==> config.mk <==
export PLATFORM = sky130hd
export DESIGN_NAME = bht_flush_walk
export DESIGN_NICKNAME = d
export VERILOG_FILES = /design/src/rtl/bht_flush_walk_pkg.sv /design/src/rtl/bht_flush_walk.sv
export SDC_FILE = /design/constraint.sdc
export NUM_CORES = 1
export LEC_CHECK = 0
export CAP_MARGIN = 25
export CORE_MARGIN = 2
export CORE_UTILIZATION = 30
export DETAILED_ROUTE_END_ITERATION = 12
export PLACE_DENSITY = 0.5
export RECOVER_POWER = 25
export SYNTH_ARGS = -nofsm -noshare
export SYNTH_HDL_FRONTEND = slang
export SYNTH_SLANG_ARGS = --single-unit
==> constraint.sdc <==
create_clock -name clk_i -period 4 [get_ports clk_i]
set_input_delay 0.4 -clock clk_i [delete_from_list [all_inputs] [get_ports clk_i]]
set_output_delay 0.4 -clock clk_i [all_outputs]
set_load 0.02 [all_outputs]
==> src/rtl/bht_flush_walk_pkg.sv <==
// Shared frontend types for the branch history table.
// Entry, prediction and update bundles plus the clear-walk FSM states.
package bht_flush_walk_pkg;

  localparam int VLEN = 32;

  typedef struct packed {
    logic            valid;
    logic [VLEN-1:0] pc;
    logic            taken;
  } bht_update_t;

  typedef struct packed {
    logic valid;
    logic taken;
  } bht_prediction_t;

  typedef struct packed {
    logic       valid;
    logic [1:0] ctr;
  } bht_entry_t;

  typedef enum logic {
    S_IDLE,
    S_CLEAR
  } bht_state_t;

endpackage

==> src/rtl/bht_flush_walk.sv <==
// 2-bit saturating-counter BHT with a row-by-row flush walker.
// Lookup is combinational; updates and clears land on the clock edge.
module bht_flush_walk #(
  parameter int NR_ENTRIES      = 128,
  parameter int VLEN            = 32,
  parameter int INSTR_PER_FETCH = 2
) (
  input  logic                       clk_i,
  input  logic                       rst_i,
  input  logic                       flush_i,
  input  logic                       debug_mode_i,
  input  logic [VLEN-1:0]            vpc_i,
  input  logic                       bht_update_valid_i,
  input  logic [VLEN-1:0]            bht_update_pc_i,
  input  logic                       bht_update_taken_i,
  output logic [INSTR_PER_FETCH-1:0] bht_pred_valid_o,
  output logic [INSTR_PER_FETCH-1:0] bht_pred_taken_o,
  output logic                       busy_o
);
  import bht_flush_walk_pkg::*;

  localparam int NR_ROWS       = NR_ENTRIES / INSTR_PER_FETCH;
  localparam int ROW_ADDR_BITS = $clog2(INSTR_PER_FETCH);
  localparam int OFFSET        = 1;
  localparam int INDEX_BITS    = $clog2(NR_ROWS);

  localparam logic [INDEX_BITS-1:0] LAST_ROW =
    INDEX_BITS'(NR_ROWS - 1);

  function automatic logic [INDEX_BITS-1:0] row_of(
    input logic [VLEN-1:0] pc
  );
    return pc[OFFSET+ROW_ADDR_BITS +: INDEX_BITS];
  endfunction

  function automatic logic [ROW_ADDR_BITS-1:0] col_of(
    input logic [VLEN-1:0] pc
  );
    return pc[OFFSET +: ROW_ADDR_BITS];
  endfunction

  function automatic bht_entry_t sat_update(
    input bht_entry_t e,
    input logic       taken
  );
    bht_entry_t n;
    n.valid = 1'b1;
    if (!e.valid)
      n.ctr = taken ? 2'b10 : 2'b01;
    else if (taken)
      n.ctr = (e.ctr == 2'b11) ? e.ctr : e.ctr + 2'b01;
    else
      n.ctr = (e.ctr == 2'b00) ? e.ctr : e.ctr - 2'b01;
    return n;
  endfunction

  bht_entry_t bht_q [NR_ROWS][INSTR_PER_FETCH];
  bht_state_t state_q;
  logic [INDEX_BITS-1:0] clr_idx_q;
  logic busy_q;

  bht_update_t upd;
  logic [INDEX_BITS-1:0]    upd_row;
  logic [ROW_ADDR_BITS-1:0] upd_col;
  logic [INDEX_BITS-1:0]    lkp_row;
  logic [INDEX_BITS-1:0]    clr_row;
  bht_prediction_t pred [INSTR_PER_FETCH];
  logic unused_pc_bits;

  assign upd.valid = bht_update_valid_i;
  assign upd.pc    = bht_update_pc_i;
  assign upd.taken = bht_update_taken_i;

  assign upd_row = row_of(upd.pc);
  assign upd_col = col_of(upd.pc);
  assign lkp_row = row_of(vpc_i);

  // A re-flush mid-walk clears row 0 in the same cycle.
  assign clr_row = flush_i ? '0 : clr_idx_q;

  assign unused_pc_bits = ^{vpc_i, upd.pc};

  always_ff @(posedge clk_i) begin
    if (rst_i) begin
      for (int r = 0; r < NR_ROWS; r++)
        for (int c = 0; c < INSTR_PER_FETCH; c++)
          bht_q[r][c] <= '0;
      state_q   <= S_IDLE;
      clr_idx_q <= '0;
      busy_q    <= 1'b0;
    end else begin
      unique case (state_q)
        S_IDLE: begin
          if (flush_i) begin
            state_q   <= S_CLEAR;
            clr_idx_q <= '0;
            busy_q    <= 1'b1;
          end else if (upd.valid && !debug_mode_i) begin
            bht_q[upd_row][upd_col] <=
              sat_update(bht_q[upd_row][upd_col], upd.taken);
          end
        end
        S_CLEAR: begin
          for (int c = 0; c < INSTR_PER_FETCH; c++)
            bht_q[clr_row][c] <= '0;
          if (flush_i) begin
            clr_idx_q <= INDEX_BITS'(1);
          end else if (clr_idx_q == LAST_ROW) begin
            state_q <= S_IDLE;
            busy_q  <= 1'b0;
          end else begin
            clr_idx_q <= clr_idx_q + INDEX_BITS'(1);
          end
        end
        default: state_q <= S_IDLE;
      endcase
    end
  end

  always_comb begin
    for (int c = 0; c < INSTR_PER_FETCH; c++) begin
      pred[c].valid = !busy_q && bht_q[lkp_row][c].valid;
      pred[c].taken = !busy_q && bht_q[lkp_row][c].ctr[1];
    end
  end

  always_comb begin
    bht_pred_valid_o = '0;
    bht_pred_taken_o = '0;
    for (int c = 0; c < INSTR_PER_FETCH; c++) begin
      bht_pred_valid_o[c] = pred[c].valid;
      bht_pred_taken_o[c] = pred[c].taken;
    end
  end

  assign busy_o = busy_q;

endmodule
==> qor.txt <==
====================================================================================
Ranking of synthesized cells by area                                    sky130_fd_sc_hd__edfxtp_1, sky130_fd_sc_hd__mux4_2, sky130_fd_sc_hd__nor2_1
Top FF cell, synth                                                      sky130_fd_sc_hd__edfxtp_1
Number of warnings issued by yosys                                                 0
Vertical extent of the die                                                  269.9 µm
Post-synthesis sequential element count                                          392
Critical path class                                                       reg -> out
Die Wd                                                                      269.9 µm
Library cells used by synthesis                                                   60
Worst path cell trace                                                   mux4_2, mux4_2, mux4_2, nor2b_1, clkdlybuf4s50_1
Worst-skew pair later-pin latency                                            0.59 ns
Vias in the first global route                                                14,280
Number of nets in the synthesized netlist                                      1,718
Worst hold endpoint                                                     clr_idx_q[5]
Violation count after the first detailed-route iteration                       1,574
Overflow left after global routing                                                 0
Transition time at the pin with the least slew margin                       1.145 ns
Unrepaired setup endpoints after global routing                                   no
Final estimated routing congestion in global placement                        0.8892
Cts-stage hold buffer count                                                        0
Post-Syn Area                                                            0.02121 mm²
Final core occ                                                                0.3505
Worst hold slack                                                           0.4572 ns
CTS H-tree depth                                                                   2
Via count normalized by instance count                                         5.322
Portion of netlist area occupied by mux cells                                 0.1968
Crit start category                                                             flop
Maximum clock insertion buffer count                                               3
# diodes                                                                           0
Fraction of final layout cells sized beyond drive strength 1                  0.2580
Overall die area                                                         0.07286 mm²
Number of cells traversed by the worst hold path                                   3
Hold Violations, Final                                                             0
CP endpoint kind                                                        primary output
Largest stage delay on the critical path                                     0.57 ns
GRT Util Overall                                                              0.1785
Async set-reset flop share out of synthesis                                        0
Count of endpoints failing setup in the final report                               0
Fraction of synthesized cell area taken by the top area cell type             0.5436
Drt wl/cell                                                                 24.44 µm
Wire length of the first global-routing pass                               96,990 µm
Number of enable flip-flop cells after synthesis                                 384
Power Density                                                           415.7 mW/mm²
Number of sinks on the clock net                                                 392
Critical Path Fanout Max                                                           2
Number of non-filler instances in the completed layout                         2,665
Antenna violation net count after detailed routing                                 0
Data required, critical path                                                 3.60 ns
Final Max Tran Viols                                                               0
# resized after CTS                                                                0
Worst r2r path cells                                                               8
Final min period                                                            3.773 ns
FMAX                                                                       265.0 MHz
Library cell used as clock root buffer                                  sky130_fd_sc_hd__clkbuf_16
Starting Density                                                              0.3029
Worst relative slew slack                                                     0.2364
Number of top-level pins                                                          75
Parity-gate share of the synthesized area counting xor and xnor cells       0.001239
Mapped Cells                                                                   1,647
Setup Skew                                                                0.03511 ns
Arrival time at the worst endpoint                                           3.37 ns
TritonCTS clock tree                                                             yes
Inserted Clock Buffers                                                            45
Post-synthesis compound-gate area fraction                                   0.02784
Number of buffers added for setup after CTS                                        0
Biggest area consumer among synthesized cells                           sky130_fd_sc_hd__edfxtp_1
CTS clk-pin slew, worst paths                                                0.06 ns
# Max-Cap Violations                                                               0
Most common cell in the netlist                                         sky130_fd_sc_hd__edfxtp_1
Worst reg2reg path startpoint                                                state_q
Period utilisation layout                                                     0.9433
Most numerous cell types in the synthesized netlist                     sky130_fd_sc_hd__edfxtp_1, sky130_fd_sc_hd__nor2_1, sky130_fd_sc_hd__nand2_1
Antenna violations before repair                                                   1
Final design instance area without fill                                  0.02455 mm²
Highest ir drop seen on vdd                                                0.2922 mV
R2r setup slk                                                                0.38 ns
Via count                                                                     14,180
CP max stage cell                                                       sky130_fd_sc_hd__mux4_2
Site Rows                                                                         97
Pin count of the biggest net entering global routing                             130
DRT Wirelength                                                             65,130 µm
Area growth from synthesis to final layout                                    15.71%
Total Power Consumption                                                    10,200 µW
Sequential element share of the synthesized area                              0.5511
Adder and majority cell fraction of the synthesized area                   0.0005898
Startpoint of the lowest-slack hold path                                       rst_i
Mean Syn Cell Area                                                         12.88 µm²
Number of placed cells counting well taps                                      2,583
Total placed instance area                                               0.02321 mm²
Reported leakage power                                                   0.008527 µW
Final net count                                                                1,761
Combinational family with the most area after synthesis                 multiplexers
Final HPWL DP                                                              44,930 µm
Status                                                                  finished clean
First-pass detailed-route iteration total                                          6
Final routed DRC violation total                                                   0
Endpoint of the worst-slack reg-to-reg timing path                      bht_q[28][1]
Worst min-delay path class                                                 in -> reg
Core Region                                                              0.07003 mm²
Port Buffer Count                                                                 23
Synthesized-area fraction occupied by and/or/nand/nor cells                   0.1893
Most prevalent standard cell on the critical path                       sky130_fd_sc_hd__mux4_2
====================================================================================
## stage by stage
stage          worst slack [ns]  setup TNS, ns
6_report                 0.2269              0
5_1_grt                  0.1552              0
4_1_cts                  0.2152              0
3_5_place_dp           -0.07965         -2.437
3_3_place_gp           -0.03766        -0.7075
2_1_floorplan            0.6166              0
## layer usage
layer,share of wire,global-route usage,vias to the layer above
li1,-,-,6285
met1,0.43,0.2480,7311
met2,0.48,0.2927,497
met3,0.062,0.02543,87
met4,0.023,0.04664,2
met5,0.00020,0,-
## cells by family after synthesis
kind of cell / after synthesis
AOI/OAI and AO/OA: 85
muxes: 222
adders and majority gates: 1
xor gates and xnor gates: 3
buffers and inverters: 146
DFF: 392
and+or+nand+nor: 798
## power by group
group          switching (µW)  leakage (µW)  total, µW  internal (µW)
clock                    1730      0.000681       4040           2310
sequential               80.2       0.00405       4720           4640
combinational             855       0.00380       1440            588
total                    2670       0.00853      10200           7540
## worst max-delay path by stage
| stage | depth (start not counted) | to | startpoint |
|---|---|---|---|
| global placement | 14 | bht_q[20][4] | bht_update_pc_i[3] |
| detailed placement | 14 | bht_q[24][4] | bht_update_pc_i[3] |
| finish | 5 | bht_pred_taken_o[1] | bht_q[3][1] |
| global route | 9 | bht_q[23][3] | state_q |
| CTS | 5 | bht_pred_taken_o[1] | bht_q[3][1] |
| floorplan | 6 | bht_pred_taken_o[1] | vpc_i[2] |
## sequential cells by signal, summed over array words and instances (netlist names)
| register | count |
|---|---|
| bht_q | 384 |
| state_q | 1 |
| clr_idx_q | 6 |
| busy_o | 1 |
## critical path: cells and delay by family (launching register included)
| family | cells | cell delay [ns] |
|---|---|---|
| multiplexers | 3 | 1.63 |
| buffers and inverters | 1 | 0.56 |
| AND/OR/NAND/NOR | 1 | 0.17 |
| flip-flops | 1 | 0.42 |
## area by class of cell
class / instances / area [µm²]
tap: 940 / 1176
sequential: 392 / 11690
timing repair buffer: 134 / 1421
clock buffer: 58 / 1196
multi-input combinational: 1109 / 8822
inverter: 8 / 30.03
fill: 6795 / 45480
clock inverter: 24 / 209.0
## layout by cell type (no fill, tap or decap), types with 8 or more instances in the layout
cell type and instances:
sky130_fd_sc_hd__dfxtp_1 8, sky130_fd_sc_hd__clkinv_1 9, sky130_fd_sc_hd__nor3_1 64, sky130_fd_sc_hd__clkdlybuf4s50_1 15
sky130_fd_sc_hd__buf_12 33, sky130_fd_sc_hd__nor2_1 309, sky130_fd_sc_hd__clkbuf_1 21, sky130_fd_sc_hd__edfxtp_1 384
sky130_fd_sc_hd__nand3_1 9, sky130_fd_sc_hd__mux2i_1 21, sky130_fd_sc_hd__clkinv_2 9, sky130_fd_sc_hd__clkbuf_16 46
sky130_fd_sc_hd__nand2b_1 137, sky130_fd_sc_hd__nor3_2 70, sky130_fd_sc_hd__nand2_1 160, sky130_fd_sc_hd__mux4_2 151
sky130_fd_sc_hd__nor4_1 15, sky130_fd_sc_hd__mux2_2 48, sky130_fd_sc_hd__o22ai_1 28, sky130_fd_sc_hd__buf_4 70
sky130_fd_sc_hd__nor2b_1 10
Power figures use the tool's default switching activity.
